File: config.mk
export PLATFORM = sky130hd
export DESIGN_NAME = seq_pattern_tx
export DESIGN_NICKNAME = d
export VERILOG_FILES = /design/src/rtl/seq_pkg.sv /design/src/rtl/seq_tx_shifter.sv /design/src/rtl/seq_pattern_tx.sv
export SDC_FILE = /design/constraint.sdc
export NUM_CORES = 1
export LEC_CHECK = 0
export ABC_AREA = 1
export BUFFER_PORTS_ARGS = -buffer_cell sky130_fd_sc_hd__buf_2
export CORE_MARGIN = 3
export CORE_UTILIZATION = 51
export DETAILED_ROUTE_END_ITERATION = 8
export PLACE_DENSITY = 0.72
export SYNTH_ARGS = -nofsm -noshare
export SYNTH_HDL_FRONTEND = slang
export SYNTH_SLANG_ARGS = --single-unit
export TNS_END_PERCENT = 100
File: constraint.sdc
create_clock -name clk -period 1.5 [get_ports clk]
set_input_delay 0.075 -clock clk [delete_from_list [all_inputs] [get_ports clk]]
set_output_delay 0.075 -clock clk [all_outputs]
set_load 0.01 [all_outputs]
File: src/rtl/seq_pkg.sv
// Shared definitions for the serial pattern transmitter: state encoding and default sizes.
package seq_pkg;

    typedef enum logic [1:0] {
        ST_IDLE  = 2'd0,
        ST_SHIFT = 2'd1,
        ST_GAP   = 2'd2
    } state_t;

    localparam int unsigned DEF_WIDTH = 8;
    localparam int unsigned DEF_CNT_W = 4;
    localparam int unsigned DEF_GAP   = 1;

endpackage

File: src/rtl/seq_tx_shifter.sv
// WIDTH-bit load/shift register presenting its MSB, plus a down-counter flagging the last bit of a copy.
module seq_tx_shifter
    import seq_pkg::*;
#(
    parameter int unsigned WIDTH = DEF_WIDTH
) (
    input  logic             clk,
    input  logic             reset,
    input  logic             load,
    input  logic             shift,
    input  logic [WIDTH-1:0] din,
    output logic             msb,
    output logic             last
);

    localparam int unsigned BIT_W = $clog2(WIDTH);

    logic [WIDTH-1:0] shreg;
    logic [BIT_W-1:0] bit_cnt;

    // Load wins over shift so a copy boundary can reload in the same cycle it sends its last bit.
    always_ff @(posedge clk or negedge reset) begin
        if (!reset) begin
            shreg   <= '0;
            bit_cnt <= '0;
        end else if (load) begin
            shreg   <= din;
            bit_cnt <= BIT_W'(WIDTH - 1);
        end else if (shift) begin
            shreg <= {shreg[WIDTH-2:0], 1'b0};
            if (bit_cnt != '0) begin
                bit_cnt <= bit_cnt - BIT_W'(1);
            end
        end
    end

    assign msb  = shreg[WIDTH-1];
    assign last = (bit_cnt == '0);

endmodule

File: src/rtl/seq_pattern_tx.sv
// Serial pattern transmitter: sends a loaded WIDTH-bit pattern MSB-first on w, load_reps+1 times,
// with GAP idle cycles between copies and a one-cycle done pulse after the final bit.
module seq_pattern_tx
    import seq_pkg::*;
#(
    parameter int unsigned WIDTH = DEF_WIDTH,
    parameter int unsigned CNT_W = DEF_CNT_W,
    parameter int unsigned GAP   = DEF_GAP
) (
    input  logic             clk,
    input  logic             reset,
    input  logic             load_valid,
    output logic             load_ready,
    input  logic [WIDTH-1:0] load_data,
    input  logic [CNT_W-1:0] load_reps,
    input  logic             enable,
    output logic             w,
    output logic             w_valid,
    output logic             busy,
    output logic             done
);

    localparam int unsigned GAP_W = (GAP > 0) ? $clog2(GAP + 1) : 1;

    state_t           state;
    logic [WIDTH-1:0] hold;
    logic [CNT_W-1:0] reps_left;
    logic [GAP_W-1:0] gap_cnt;
    logic             done_pend;

    logic             accept;
    logic             step_shift;
    logic             copy_end;
    logic             sh_load;
    logic             sh_shift;
    logic [WIDTH-1:0] sh_din;
    logic             sh_msb;
    logic             sh_last;

    assign load_ready = (state == ST_IDLE);
    assign accept     = load_valid && load_ready;
    assign step_shift = (state == ST_SHIFT) && enable;
    assign copy_end   = step_shift && sh_last;

    // Shifter control: fresh load from the port, or reload from the hold reg at a copy boundary.
    always_comb begin
        sh_load  = 1'b0;
        sh_shift = 1'b0;
        sh_din   = hold;
        if (accept) begin
            sh_load = 1'b1;
            sh_din  = load_data;
        end else if (copy_end && (reps_left != '0)) begin
            sh_load = 1'b1;
        end else if (step_shift) begin
            sh_shift = 1'b1;
        end
    end

    seq_tx_shifter #(
        .WIDTH (WIDTH)
    ) u_shifter (
        .clk   (clk),
        .reset (reset),
        .load  (sh_load),
        .shift (sh_shift),
        .din   (sh_din),
        .msb   (sh_msb),
        .last  (sh_last)
    );

    // FSM, repeat/gap counters and registered outputs.
    always_ff @(posedge clk or negedge reset) begin
        if (!reset) begin
            state     <= ST_IDLE;
            hold      <= '0;
            reps_left <= '0;
            gap_cnt   <= '0;
            done_pend <= 1'b0;
            w         <= 1'b0;
            w_valid   <= 1'b0;
            busy      <= 1'b0;
            done      <= 1'b0;
        end else begin
            done      <= done_pend;
            done_pend <= 1'b0;
            case (state)
                ST_IDLE: begin
                    w       <= 1'b0;
                    w_valid <= 1'b0;
                    if (accept) begin
                        hold      <= load_data;
                        reps_left <= load_reps;
                        state     <= ST_SHIFT;
                        busy      <= 1'b1;
                    end
                end
                ST_SHIFT: begin
                    if (enable) begin
                        w       <= sh_msb;
                        w_valid <= 1'b1;
                        if (sh_last) begin
                            if (reps_left != '0) begin
                                reps_left <= reps_left - CNT_W'(1);
                                if (GAP > 0) begin
                                    state   <= ST_GAP;
                                    gap_cnt <= GAP_W'(GAP);
                                end
                            end else begin
                                state     <= ST_IDLE;
                                busy      <= 1'b0;
                                done_pend <= 1'b1;
                            end
                        end
                    end else begin
                        w_valid <= 1'b0;
                    end
                end
                ST_GAP: begin
                    w       <= 1'b0;
                    w_valid <= 1'b0;
                    if (enable) begin
                        if (gap_cnt <= GAP_W'(1)) begin
                            gap_cnt <= '0;
                            state   <= ST_SHIFT;
                        end else begin
                            gap_cnt <= gap_cnt - GAP_W'(1);
                        end
                    end
                end
                default: begin
                    state   <= ST_IDLE;
                    busy    <= 1'b0;
                    w       <= 1'b0;
                    w_valid <= 1'b0;
                end
            endcase
        end
    end

endmodule

# Word-level counts from Yosys, hierarchy flattened
# Index checks and enable logic that the tools add are counted.
# totals
register_bits	31
wordCells	84
# classes
add_sub_neg	3
magnitude_cmp	1
n_eq_ne	9
mux	42
n_bitwise	1
reduce_logical	17
# ops
op	n
2-to-1 mux 8 bit	3
2-to-1 mux 1 bit	22
AND reduction 5 bit	4
2-to-1 mux 4 bit	4
2-to-1 mux 2 bit	6
inequality test 2 bit, second input constant	5
2-to-1 mux 3 bit	3
case mux 4 bit (2 select lines)	1
nonzero test 2 bit	4
case mux 2 bit (3 select lines)	1
logical AND 1 bit	4
inequality test 2 x 1 -> 1 bit, second input constant	2
nonzero test 4 bit	1
subtractor 4 x 1 -> 4 bit, second input constant	1
zero test 3 bit	1
case mux 1 bit (3 select lines)	1
nonzero test 3 bit	1
subtractor 3 x 1 -> 3 bit, second input constant	1
== test 2 x 1 -> 1 bit, second input constant	1
== test 2 bit, second input constant	1
zero test 2 bit	1
case mux 1 bit (2 select lines)	1
AND reduction 2 bit	1
less-or-equal comparator 1 bit, second input constant	1
other kinds (2)	2

# Longest topological paths before layout
# depth
depth_word	8
depth_mapped	9
ltp_nobuf	8

# Cells and area by module
# From an unflattened synthesis, not the netlist that was laid out.
# hier_totals
hier_cells	173
hier_area_um2	1614.0
# by_module_without_submodules
module	n_inst	cells_each	area_each_um2	seq_area_each_um2
seq_pattern_tx	1	100	1064.8	475.5
seq_tx_shifter	1	73	549.3	275.3

# Worst setup path after synthesis
# No wires, ideal clock.
# synth_path
path_type	register -> register
startpoint	reg u_shifter.bit_cnt[0]
endpoint	reg u_shifter.bit_cnt[1]
setup_ps	116
arrival_time_ps	1263
t_required_ps	1384
path_slack_ps	121
stages_incl_launch_ff	9
n_path_buf	1
cell_sequence	dfrtp_1 -> inv_1 -> ha_1 -> ha_1 -> nand3_4 -> buf_4 -> nand3_1 -> nand3_1 -> nand2_1
# synth_via
elab_chain_cells	7
elab_cells_between_ends	15
cone_classes	1 x add/sub; 7 x mux; 7 x reduce/logical
# synth_lines
item	line_no	source
start, declared	seq_tx_shifter.sv:19	logic [BIT_W-1:0] bit_cnt;
start signal, assigned	seq_tx_shifter.sv:28	bit_cnt <= BIT_W'(WIDTH - 1);
start signal, assigned	seq_tx_shifter.sv:32	bit_cnt <= bit_cnt - BIT_W'(1);
branches (longest 7 deep; another with subtractor 3 x 1 -> 3 bit)	n/a	
# Several ways; the timed one is not identified. The select of a mux whose other input is x is not followed.
# A chain may end at the register's enable or synchronous reset.

# Final worst setup path
# layout_path
startpoint	reg u_shifter.bit_cnt[1]
endpoint	reg u_shifter.bit_cnt[1]
# Same word-level chain as after synthesis.

==> impl_metrics.json <==
{
  "layout.area.seq_um2": 750.7,
  "synth_area_leaders": "dfrtp_1, nand2_1, nand3_1, inv_1, nand3b_1",
  "antenna_found_initial": 0,
  "hold_path_depth": 3,
  "drtIter0Drc": 78,
  "boundaryPins": 21,
  "place_area_um2": 1744,
  "dr_total_vias": 1398,
  "fp-row-count": 19,
  "cp_data_arrival_time_ns": 1.73,
  "drtPass1Iterations": 4,
  "fin_nets": 256,
  "setup_viol": 2,
  "synth_top_family_by_area": "simple AND/OR/NAND/NOR gates",
  "end_kind": "flop",
  "violations": "negative setup slack",
  "grt_pass1_vias": 1231,
  "crit_path_start_kind": "flop",
  "cts.sinks": 30,
  "drv_slew": 0,
  "fin_crit_sh": 1.006,
  "worstPathRequired_ns": 1.73,
  "clock_latency_ns": 0.33,
  "hold_viol_final": 0,
  "stdcell_area_um2": 1994,
  "die_x_um": 61.51,
  "synth.avg_cell_area_um2": 7.937,
  "grt_max_degree": 31,
  "worst_pin_slew_ns": 0.6633,
  "synthMuxAreaShare": 0,
  "synth-seq-area-share": 0.4777,
  "via_per_inst": 5.197,
  "ys_ff_latch": 30,
  "initial_core_util": 0.5509,
  "grt_usage": 0.1890,
  "powerDensity_nw_per_um2": 2108,
  "synth_xor_area_frac": 0.005573,
  "n_fill_cell": 237,
  "synth-simple-area-share": 0.3416,
  "dp_cells": 253,
  "h-tree-depth": 2,
  "multi_input_area_um2": 719.4,
  "setup_ws_ns": -0.009580,
  "ant_nets": 0,
  "critPathKind": "flop to flop",
  "power_mw": 4.205,
  "synth_compound_area_frac": 0.03185,
  "numCtsBuffers": 5,
  "hpwl_mm": 2.203,
  "tritoncts": "done",
  "synth_cells": 198,
  "slew_headroom": 0.5578,
  "cts_buffer_depth": 2,
  "overflow": 0,
  "dieHeight_um": 61.51,
  "synthAdderAreaFrac": 0.02389,
  "drc": 0,
  "fin_cells": 269,
  "synthesis.nets": 217,
  "finalCriticalPeriod_ns": 1.510,
  "portBuffers": 20,
  "core_area_um2": 2853,
  "maxCapViolations": 0,
  "p_leak_nw": 1.114,
  "synth_area_leader_cell": "dfrtp_1",
  "min_path_type": "input pin to flop",
  "syn_area_um2": 1572,
  "clk_pin_slew_worst_paths_ns": 0.09,
  "dieArea_um2": 3783,
  "place_congestion": 0.8404,
  "diodes": 0,
  "grt_setup_unrepaired": "yes",
  "routed_wl_mm": 3.531,
  "path_max_fanout": 4,
  "fin_skew_ns": 0.006652,
  "grt_pass1_wl_mm": 5.209,
  "yosysWarnings": 0,
  "drive_gt1_frac": 0.2731,
  "synth_top_area_frac": 0.4777,
  "r2r_cells": 9,
  "cts_root_buf": "clkbuf_4",
  "status": "finished with violations",
  "yosysUniqueCellTypes": 20,
  "peakVddDrop_mv": 1.194,
  "fmax_mhz": 662.4,
  "area_growth_pct": 26.91,
  "avgRoutedWirePerCell_um": 13.13
}
[Yosys cell counts]
library cell and n:
inv_1 37, nand2_1 62, nand2_4 2, o21ai_0 10
nand2_2 1, nand3_2 1, nand3b_1 7, nand3_4 1
ha_1 3, nor2_8 1, nand4_1 2, buf_4 3
xor2_1 1, or2_2 1, nor3_1 1, dfrtp_1 30
buf_2 3, nor2_1 3, nand3_1 28, buf_6 1
[stage by stage]
stage | setup TNS, ns | util | hold WS, ns | setup WS, ns
after floorplan | 0 | - | -0.2206 | 0.1207
after global placement | 0 | 0.6114 | 0.1377 | 0.01652
final | -0.01205 | 0.6991 | 0.01225 | -0.009580
after CTS | 0 | 0.6461 | 0.008796 | 0.01970
after global routing | -0.5048 | 0.6991 | 0.04241 | -0.05829
after detailed placement | -0.1231 | 0.6114 | 0.1475 | -0.03478
[registers in the layout, indices dropped and copies added, names as in the netlist]
| register | count |
|---|---|
| busy | 1 |
| state | 2 |
| hold | 8 |
| done | 1 |
| u_shifter.bit_cnt | 3 |
| w | 1 |
| w_valid | 1 |
| u_shifter.shreg | 8 |
| reps_left | 4 |
| done_pend | 1 |
[critical path: stages (launching register included)]
cell and delay, ns:
dfrtp_1 0.40, inv_1 0.08, ha_2 0.20, ha_4 0.17, nand3_4 0.14, buf_12 0.17
nand3_4 0.08, nand2_4 0.06, nand2_1 0.06, nand2_1 0.05
[final cells by class]
cell class / instances / area share
Sequential cell: 30 / 0.3764
Tap cell: 31 / 0.01945
Multi-Input combinational cell: 124 / 0.3607
Clock buffer: 7 / 0.02760
Inverter: 37 / 0.06964
Clock inverter: 1 / 0.002509
Timing Repair Buffer: 39 / 0.1437
[worst paths after layout]
check	end	slack (ns)	startpoint
min reg2reg	done	0.36	done_pend
min in group asynchronous	w	0.31	reset
max	u_shifter.bit_cnt[1]	-0.01	u_shifter.bit_cnt[1]
max reg2reg	u_shifter.bit_cnt[1]	-0.01	u_shifter.bit_cnt[1]
min	hold[0]	0.01	load_data[0]
max in group asynchronous	u_shifter.bit_cnt[1]	0.76	reset
[what timing repair did]
| action | CTS | global route |
|---|---|---|
| hold buffers | 1 | 0 |
| gates resized for setup | 1 | 22 |
| buffers inserted | 1 | 6 |
| setup endpoints to repair | 8 | 14 |
| pin swaps | 1 | 6 |
| endpoints found under the hold margin | 30 | 0 |
[layer usage]
metal | up-vias | wire length [um] | GRT usage
li1 | 697 | - | -
met2 | 43 | 1730 | 0.3124
met3 | 9 | 209 | 0.04193
met4 | 0 | 91 | 0.09091
met1 | 649 | 1500 | 0.2328
met5 | - | 0 | 0
[where the power goes]
group          internal [mW]  switching, mW
Combinational          0.992           1.37
Clock                  0.227          0.275
Sequential              1.17          0.175
Total                   2.39           1.82
[layout by cell type (no fill, tap or decap), drive strengths merged]
cell type / n
buf: 38
clkbuf: 7
clkinv: 1
dfrtp: 30
dlygate4sd3: 1
ha: 3
inv: 37
nand2: 65
nand3: 30
nand3b: 7
nand4: 2
nor2: 4
nor3: 1
o21ai: 10
or2: 1
xor2: 1
[cell families after synthesis]
| logic type | after synthesis |
|---|---|
| adder cells (fa/ha/maj) | 3 |
| AND/OR/NAND/NOR | 110 |
| AO/OA/AOI/OAI | 10 |
| flip-flops | 30 |
| XOR/XNOR | 1 |
| buffers and inverters | 44 |
(Power assumes the default switching activity.)
